`config.mk`:
```
export PLATFORM = sky130hd
export DESIGN_NAME = alu_op_issuer_flat
export DESIGN_NICKNAME = d
export VERILOG_FILES = /design/src/rtl/alu_pkg.sv /design/src/rtl/alu_op_issuer_if.sv /design/src/rtl/alu_rsp_fifo.sv /design/src/rtl/alu_op_issuer.sv /design/src/flat_wrapper.sv
export SDC_FILE = /design/constraint.sdc
export NUM_CORES = 1
export LEC_CHECK = 0
export BUFFER_PORTS_ARGS = -buffer_cell sky130_fd_sc_hd__buf_2
export CORE_MARGIN = 2
export CORE_UTILIZATION = 51
export DETAILED_ROUTE_END_ITERATION = 6
export PLACE_DENSITY = 0.74
export SLEW_MARGIN = 20
export SYNTH_ARGS = -nofsm -noshare
export SYNTH_HDL_FRONTEND = slang
export SYNTH_HIERARCHICAL = 1
export SYNTH_SLANG_ARGS = --single-unit
```
`constraint.sdc`:
```
create_clock -name clk_i -period 3.2 [get_ports clk_i]
set_input_delay 0.32 -clock clk_i [delete_from_list [all_inputs] [get_ports clk_i]]
set_output_delay 0.32 -clock clk_i [all_outputs]
set_load 0.01 [all_outputs]
```
`src/rtl/alu_pkg.sv`:
```
// Shared types and sizing for the ALU issue path: op encoding, response record
// and the per-op tracking record carried through the latency pipe.
package alu_pkg;

  localparam int IN_WL   = 15;
  localparam int OUT_WL  = 16;
  localparam int ALU_LAT = 2;
  localparam int DEPTH   = 4;
  localparam int TAG_W   = 4;
  localparam int PTR_W   = (DEPTH > 1) ? $clog2(DEPTH) : 1;
  localparam int CNT_W   = $clog2(DEPTH + 1);

  typedef enum logic [1:0] {
    ALU_ADD = 2'b00,
    ALU_SUB = 2'b01,
    ALU_MUL = 2'b10,
    ALU_DIV = 2'b11
  } alu_op_e;

  typedef struct packed {
    logic [TAG_W-1:0]         tag;
    alu_op_e                  op;
    logic signed [OUT_WL-1:0] r;
    logic                     err;
  } alu_rsp_t;

  typedef struct packed {
    logic             vld;
    logic [TAG_W-1:0] tag;
    alu_op_e          op;
    logic             dz;
  } alu_trk_t;

  function automatic logic is_div_zero(alu_op_e op, logic [IN_WL-1:0] b);
    return (op == ALU_DIV) && (b == '0);
  endfunction

endpackage

```
`src/rtl/alu_op_issuer_if.sv`:
```
// Request, ALU and response buses of the op issuer; the issuer side uses the
// master modport, the host/ALU environment the slave modport.
interface alu_op_issuer_if;
  import alu_pkg::*;

  logic              req_valid_i;
  logic              req_ready_o;
  alu_op_e           req_op_i;
  logic [IN_WL-1:0]  req_a_i;
  logic [IN_WL-1:0]  req_b_i;
  logic [TAG_W-1:0]  req_tag_i;

  logic              alu_vld_o;
  alu_op_e           alu_cmd_o;
  logic [IN_WL-1:0]  alu_a_o;
  logic [IN_WL-1:0]  alu_b_o;
  logic [OUT_WL-1:0] alu_r_i;

  logic              rsp_valid_o;
  logic              rsp_ready_i;
  logic [TAG_W-1:0]  rsp_tag_o;
  alu_op_e           rsp_op_o;
  logic [OUT_WL-1:0] rsp_r_o;
  logic              rsp_err_o;

  logic              busy_o;

  modport master (
    input  req_valid_i, req_op_i, req_a_i, req_b_i, req_tag_i,
    output req_ready_o,
    output alu_vld_o, alu_cmd_o, alu_a_o, alu_b_o,
    input  alu_r_i,
    output rsp_valid_o, rsp_tag_o, rsp_op_o, rsp_r_o, rsp_err_o,
    input  rsp_ready_i,
    output busy_o
  );

  modport slave (
    output req_valid_i, req_op_i, req_a_i, req_b_i, req_tag_i,
    input  req_ready_o,
    input  alu_vld_o, alu_cmd_o, alu_a_o, alu_b_o,
    output alu_r_i,
    input  rsp_valid_o, rsp_tag_o, rsp_op_o, rsp_r_o, rsp_err_o,
    output rsp_ready_i,
    input  busy_o
  );

endinterface

```
`src/rtl/alu_rsp_fifo.sv`:
```
// In-order response FIFO; head entry is presented combinationally and a push
// into a full FIFO is accepted when the same cycle also pops.
module alu_rsp_fifo
  import alu_pkg::*;
(
  input  logic             clk_i,
  input  logic             rstb,
  input  logic             push,
  input  alu_rsp_t         push_data,
  input  logic             pop,
  output alu_rsp_t         pop_data,
  output logic             full,
  output logic             empty,
  output logic [CNT_W-1:0] count
);

  alu_rsp_t         mem [DEPTH];
  logic [PTR_W-1:0] wr_ptr;
  logic [PTR_W-1:0] rd_ptr;
  logic             do_push;
  logic             do_pop;

  assign empty    = (count == '0);
  assign full     = (count == CNT_W'(DEPTH));
  assign do_pop   = pop && !empty;
  assign do_push  = push && (!full || do_pop);
  assign pop_data = mem[rd_ptr];

  // Power-of-two depth lets the pointers wrap by plain overflow.
  always_ff @(posedge clk_i) begin
    if (!rstb) begin
      wr_ptr <= '0;
      rd_ptr <= '0;
      count  <= '0;
      for (int i = 0; i < DEPTH; i++) mem[i] <= '0;
    end else begin
      if (do_push) begin
        mem[wr_ptr] <= push_data;
        wr_ptr      <= wr_ptr + PTR_W'(1);
      end
      if (do_pop) rd_ptr <= rd_ptr + PTR_W'(1);
      case ({do_push, do_pop})
        2'b10:   count <= count + CNT_W'(1);
        2'b01:   count <= count - CNT_W'(1);
        default: count <= count;
      endcase
    end
  end

endmodule

```
`src/rtl/alu_op_issuer.sv`:
```
// Issues tagged ops to the ALU, tracks them for the fixed ALU latency and
// queues results in order; a credit counter keeps the response FIFO from overflowing.
module alu_op_issuer
  import alu_pkg::*;
(
  input  logic            clk_i,
  input  logic            rstb,
  alu_op_issuer_if.master bus
);

  logic [CNT_W-1:0] cnt;
  logic             accept;
  logic             pop;
  alu_trk_t         issue_q;
  alu_trk_t         pipe_q [ALU_LAT];
  alu_trk_t         exit_q;
  alu_rsp_t         push_data;
  alu_rsp_t         head;
  logic             fifo_full;
  logic             fifo_empty;
  logic [CNT_W-1:0] fifo_count;

  assign bus.req_ready_o = (cnt < CNT_W'(DEPTH));
  assign accept          = bus.req_valid_i && bus.req_ready_o;
  assign pop             = bus.rsp_valid_o && bus.rsp_ready_i;
  assign bus.busy_o      = (cnt != '0);

  // One credit per op from acceptance until its response is popped.
  always_ff @(posedge clk_i) begin
    if (!rstb) begin
      cnt <= '0;
    end else if (accept && !pop) begin
      cnt <= cnt + CNT_W'(1);
    end else if (!accept && pop) begin
      cnt <= cnt - CNT_W'(1);
    end
  end

  // The issue register doubles as the head of the tracking pipe, so its exit
  // lines up with the cycle in which the ALU result is valid.
  always_ff @(posedge clk_i) begin
    if (!rstb) begin
      bus.alu_cmd_o <= ALU_ADD;
      bus.alu_a_o   <= '0;
      bus.alu_b_o   <= '0;
      issue_q       <= '0;
      for (int i = 0; i < ALU_LAT; i++) pipe_q[i] <= '0;
    end else begin
      issue_q.vld <= accept;
      if (accept) begin
        bus.alu_cmd_o <= bus.req_op_i;
        bus.alu_a_o   <= bus.req_a_i;
        bus.alu_b_o   <= bus.req_b_i;
        issue_q.tag   <= bus.req_tag_i;
        issue_q.op    <= bus.req_op_i;
        issue_q.dz    <= is_div_zero(bus.req_op_i, bus.req_b_i);
      end
      pipe_q[0] <= issue_q;
      for (int i = 1; i < ALU_LAT; i++) pipe_q[i] <= pipe_q[i-1];
    end
  end

  assign bus.alu_vld_o = issue_q.vld;
  assign exit_q        = pipe_q[ALU_LAT-1];

  always_comb begin
    push_data     = '0;
    push_data.tag = exit_q.tag;
    push_data.op  = exit_q.op;
    push_data.r   = exit_q.dz ? '0 : $signed(bus.alu_r_i);
    push_data.err = exit_q.dz;
  end

  alu_rsp_fifo u_fifo (
    .clk_i     (clk_i),
    .rstb      (rstb),
    .push      (exit_q.vld),
    .push_data (push_data),
    .pop       (pop),
    .pop_data  (head),
    .full      (fifo_full),
    .empty     (fifo_empty),
    .count     (fifo_count)
  );

  assign bus.rsp_valid_o = !fifo_empty;
  assign bus.rsp_tag_o   = head.tag;
  assign bus.rsp_op_o    = head.op;
  assign bus.rsp_r_o     = head.r;
  assign bus.rsp_err_o   = head.err;

  // Credits must make a push into a full FIFO impossible unless it also pops.
  a_push_room: assert property (@(posedge clk_i) disable iff (!rstb)
    !(fifo_full && exit_q.vld && !pop));
  a_count_le_cnt: assert property (@(posedge clk_i) disable iff (!rstb)
    fifo_count <= cnt);

endmodule
```
`src/flat_wrapper.sv`:
```
// flat-port wrapper written by rule: the top's interface ports become plain ports
module alu_op_issuer_flat import alu_pkg::*;
  (clk_i, rstb, bus_req_valid_i, bus_req_op_i, bus_req_a_i, bus_req_b_i, bus_req_tag_i, bus_req_ready_o, bus_alu_vld_o, bus_alu_cmd_o, bus_alu_a_o, bus_alu_b_o, bus_alu_r_i, bus_rsp_valid_o, bus_rsp_tag_o, bus_rsp_op_o, bus_rsp_r_o, bus_rsp_err_o, bus_rsp_ready_i, bus_busy_o);
  alu_op_issuer_if bus_i ();
  input  logic clk_i;
  input  logic rstb;
  input wire logic [$bits(bus_i.req_valid_i)-1:0] bus_req_valid_i;
  input wire logic [$bits(bus_i.req_op_i)-1:0] bus_req_op_i;
  input wire logic [$bits(bus_i.req_a_i)-1:0] bus_req_a_i;
  input wire logic [$bits(bus_i.req_b_i)-1:0] bus_req_b_i;
  input wire logic [$bits(bus_i.req_tag_i)-1:0] bus_req_tag_i;
  output wire logic [$bits(bus_i.req_ready_o)-1:0] bus_req_ready_o;
  output wire logic [$bits(bus_i.alu_vld_o)-1:0] bus_alu_vld_o;
  output wire logic [$bits(bus_i.alu_cmd_o)-1:0] bus_alu_cmd_o;
  output wire logic [$bits(bus_i.alu_a_o)-1:0] bus_alu_a_o;
  output wire logic [$bits(bus_i.alu_b_o)-1:0] bus_alu_b_o;
  input wire logic [$bits(bus_i.alu_r_i)-1:0] bus_alu_r_i;
  output wire logic [$bits(bus_i.rsp_valid_o)-1:0] bus_rsp_valid_o;
  output wire logic [$bits(bus_i.rsp_tag_o)-1:0] bus_rsp_tag_o;
  output wire logic [$bits(bus_i.rsp_op_o)-1:0] bus_rsp_op_o;
  output wire logic [$bits(bus_i.rsp_r_o)-1:0] bus_rsp_r_o;
  output wire logic [$bits(bus_i.rsp_err_o)-1:0] bus_rsp_err_o;
  input wire logic [$bits(bus_i.rsp_ready_i)-1:0] bus_rsp_ready_i;
  output wire logic [$bits(bus_i.busy_o)-1:0] bus_busy_o;
  assign bus_i.req_valid_i = bus_req_valid_i;
  assign bus_i.req_op_i = bus_req_op_i;
  assign bus_i.req_a_i = bus_req_a_i;
  assign bus_i.req_b_i = bus_req_b_i;
  assign bus_i.req_tag_i = bus_req_tag_i;
  assign bus_req_ready_o = bus_i.req_ready_o;
  assign bus_alu_vld_o = bus_i.alu_vld_o;
  assign bus_alu_cmd_o = bus_i.alu_cmd_o;
  assign bus_alu_a_o = bus_i.alu_a_o;
  assign bus_alu_b_o = bus_i.alu_b_o;
  assign bus_i.alu_r_i = bus_alu_r_i;
  assign bus_rsp_valid_o = bus_i.rsp_valid_o;
  assign bus_rsp_tag_o = bus_i.rsp_tag_o;
  assign bus_rsp_op_o = bus_i.rsp_op_o;
  assign bus_rsp_r_o = bus_i.rsp_r_o;
  assign bus_rsp_err_o = bus_i.rsp_err_o;
  assign bus_i.rsp_ready_i = bus_rsp_ready_i;
  assign bus_busy_o = bus_i.busy_o;
  alu_op_issuer u_core (.clk_i(clk_i), .rstb(rstb), .bus(bus_i));
endmodule
```
# After elaboration in Yosys (flattened, before gate mapping)
# Memories as Yosys holds them, arrays and structs flattened. A register that Yosys moved wholly into a read port is not among the register bits.
# Index checks and enable logic that the tools add are counted.
# totals
ff_bits	48
mem_bits_rw	108
inputBits	56
out_inout_bits	59
word_cells	59
memories	2
# classes
n_addsub	6
n_lt_le_gt_ge	1
n_eq_ne	4
muxes	16
bitwise	2
n_reduce_logical	18
# mem_list
memory	words	width	rd	rd_clocked_by_memory_dff	wr	line	text
u_core.u_fifo.mem	4	23	1	1	4	alu_rsp_fifo.sv:17	alu_rsp_t mem [DEPTH];
u_core.pipe_q	2	8	2	0	2	alu_op_issuer.sv:15	alu_trk_t pipe_q [ALU_LAT];
# op_table
operator	count
2-to-1 mux 23 bit	1
OR reduction 23 bit	1
2-to-1 mux 16 bit	1
2-to-1 mux 8 bit	2
logical NOT 15 bit	1
logical AND 1 bit	7
adder 3 x 1 -> 3 bit (second input constant)	2
2-to-1 mux 1 bit	6
2-to-1 mux 2 bit	3
2-to-1 mux 3 bit	2
one-hot mux 3 bit (2 select lines)	1
subtractor 3 x 1 -> 3 bit (second input constant)	2
adder 2 x 1 -> 2 bit (second input constant)	2
== test 2 bit (second input constant)	2
logical NOT 1 bit	4
nonzero test 2 bit	2
== test 3 bit (second input constant)	1
logical NOT 3 bit	1
less-than comparator 3 bit (second input constant)	1
nonzero test 3 bit	1
== test 2 x 1 -> 1 bit (second input constant)	1
bitwise OR 1 bit	2
logical OR 1 bit	1

# Longest topological paths before layout
# logic_depth
depth_word	11
mapped_depth	10
depth_no_buf	10

# Cells and area by module
# The synthesis kept the hierarchy.
# by_module_without_submodules
module	n_inst	cells_each	area_each_um2	seq_area_each_um2
alu_rsp_fifo	1	280	4485.6	2942.8
alu_op_issuer	1	229	2274.7	1141.1

# Worst setup path after synthesis
# No wires, ideal clock.
# synth_path
kind	flip-flop to flip-flop
start	register u_core.u_fifo.count[2]
end	memory u_core/u_fifo/mem[1][0] in the netlist's numbering (enable)
setup_time_ps	435
arrival_time_ps	2714
required_ps	2765
path_slack_ps	51
path_stages_with_launch	8
path_buffers	0
period_less_slack_ps	3149
path_cell_list	dfxtp_1 -> nor3_1 -> inv_1 -> nand2_1 -> inv_1 -> or4b_4 -> nand3_1 -> o21ai_0
# synth_rtl
element	line	text
from (decl)	alu_rsp_fifo.sv:14	output logic [CNT_W-1:0] count
from (signal assigned)	alu_rsp_fifo.sv:43	2'b10: count <= count + CNT_W'(1);
from (signal assigned)	alu_rsp_fifo.sv:44	2'b01: count <= count - CNT_W'(1);
from (signal assigned)	alu_rsp_fifo.sv:45	default: count <= count;
to (decl)	alu_rsp_fifo.sv:17	

==> flow_summary.json <==
{
  "power_density_nw_per_um2": 596,
  "cp_data_arrival_time_ps": 2120,
  "die_area_um2": 14200,
  "post-route-period-util_pct": 76.4,
  "layout-drive-gt1-share_pct": 41.9,
  "start_util_pct": 51.6,
  "clock_path_buffers": 2,
  "cts_setup_buffers": 0,
  "netlist_area_um2": 6750,
  "port_buffers": 114,
  "cp_slowest_cell": "dfxtp_2",
  "fillers": 1034,
  "rsz0062_at_grt": "no",
  "cts_buffers": 17,
  "cts_sinks": 158,
  "htree_levels": 4,
  "ant_nets": 0,
  "cts.repair.resized": 0,
  "diodes": 0,
  "critical_path_buf_inv_count": 1,
  "path_clk_slew_ps": 70,
  "cp-end-kind": "primary output",
  "dr.pass1.iters": 4,
  "grt_usage_pct": 19.8,
  "grt_pass1_vias": 4395,
  "regArea_um2": 4090,
  "via_per_inst": 5.09,
  "cap_viol_max_count": 0,
  "syn_avg_cell_area_um2": 13.3,
  "final_cell_mix": "114 x buf_2, 94 x and2_1, 92 x edfxtp_1",
  "synth_fp_nets": 567,
  "wirelength_um": 13200,
  "cp_cell_sequence": "mux4_2 -> buf_2",
  "place_hpwl_um": 8390,
  "die_w_um": 119,
  "fmax_mhz": 409,
  "grt_start_max_net_pins": 40,
  "cpPeakStageDelay_ps": 900,
  "drtIter0Drc": 274,
  "ctsHoldBuffers": 0,
  "grt_pass1_wl_um": 21600,
  "grt_overflow": 0,
  "mostFrequentLayoutCell": "buf_2",
  "tns_ps": 0,
  "hold_slack_ps": 119,
  "cp_top_family": "flip-flops",
  "ios": 115,
  "die_h_um": 119,
  "wire_per_inst_um": 16.4,
  "multiInputGateArea_um2": 2440,
  "antenna_found_initial": 0,
  "worst_pin_slew_ps": 876,
  "fp.coreArea_um2": 13100,
  "synthCells": 508,
  "cp.required_ps": 2880,
  "max_slew_margin_pct": 41.6,
  "layout.nets": 679,
  "clk_latency_ps": 420,
  "root_buffer": "clkbuf_16",
  "power_mw": 4.76,
  "start_kind": "flop",
  "cp_max_fo": 23,
  "pre_cts_slack_ps": 810,
  "status": "complete, no violations",
  "worst_slack_ps": 755,
  "crit_type": "flop to primary output",
  "yosysWarnings": 6,
  "cts_tree": "done",
  "area_growth_pct": 18.4,
  "setup_viol": 0,
  "hold_viol": 0,
  "drc_errors": 0,
  "routabilityCongestion": 0.725,
  "skew_ps": 6.56,
  "leakagePower_nw": 3.21,
  "hp-class": "primary input to flop",
  "slew_viol_final": 0,
  "vias": 4117,
  "row_count": 42,
  "ir_worst_vdd_v": 0.000421,
  "min_period_ps": 2440
}
## routing by layer
metal	part of all wire [%]	wire length, µm	track usage (%)
met1	41	5470	24.7
met2	51	6700	32.8
met3	6.9	911	5.75
met4	1.1	148	7.74
met5	0	0	0
## per-stage QoR
step	utilization (%)	cells	instance area, µm²
floorplan	-	508	6750
global placement	56.6	777	7410
detailed placement	56.6	777	7410
CTS	61.1	809	8000
global route	61.1	809	8000
finish	61.1	809	8000
## registers in the layout, summed over array words and instances, names as in the netlist, named ones only
register / cells
u_core/bus.alu_b_o: 15
u_core/u_fifo/mem: 92
u_core/u_fifo/rd_ptr: 2
u_core/pipe_q: 16
u_core/u_fifo/count: 3
u_core/bus.alu_vld_o: 1
u_core/cnt: 3
u_core/issue_q: 7
u_core/bus.alu_a_o: 15
u_core/u_fifo/wr_ptr: 2
## area by class of cell
class / count / area share (%)
inverter: 9 / 0.422
timing repair buffer: 122 / 7.88
clock inverter: 15 / 2.05
tap: 176 / 2.75
multi-input combinational: 312 / 30.5
sequential: 158 / 51.1
clock buffer: 17 / 5.32
## report_power, final
| group | switching (mW) | total [mW] | internal (mW) |
|---|---|---|---|
| registers | 0.0625 | 2.33 | 2.27 |
| logic | 0.275 | 0.466 | 0.192 |
| clock network | 0.915 | 1.97 | 1.05 |
## worst paths after layout
path | start | endpoint | slack [ps] | depth (start not counted)
worst min register to register | u_core/pipe_q[0][4]$_SDFF_PN0_ | u_core/pipe_q[0][12]$_SDFF_PN0_ | 430 | 1
worst min-delay path | bus_req_tag_i[1] | u_core/issue_q[4]$_SDFFE_PN0P_ | 120 | 2
worst max-delay path | flop | bus_rsp_r_o[0] | 760 | 2
worst max register to register | u_core/u_fifo/count[2]$_SDFFE_PN0P_ | u_core/u_fifo/mem[0][16]$_SDFFCE_PN0P_ | 800 | 10
Power figures use the tool's default switching activity.
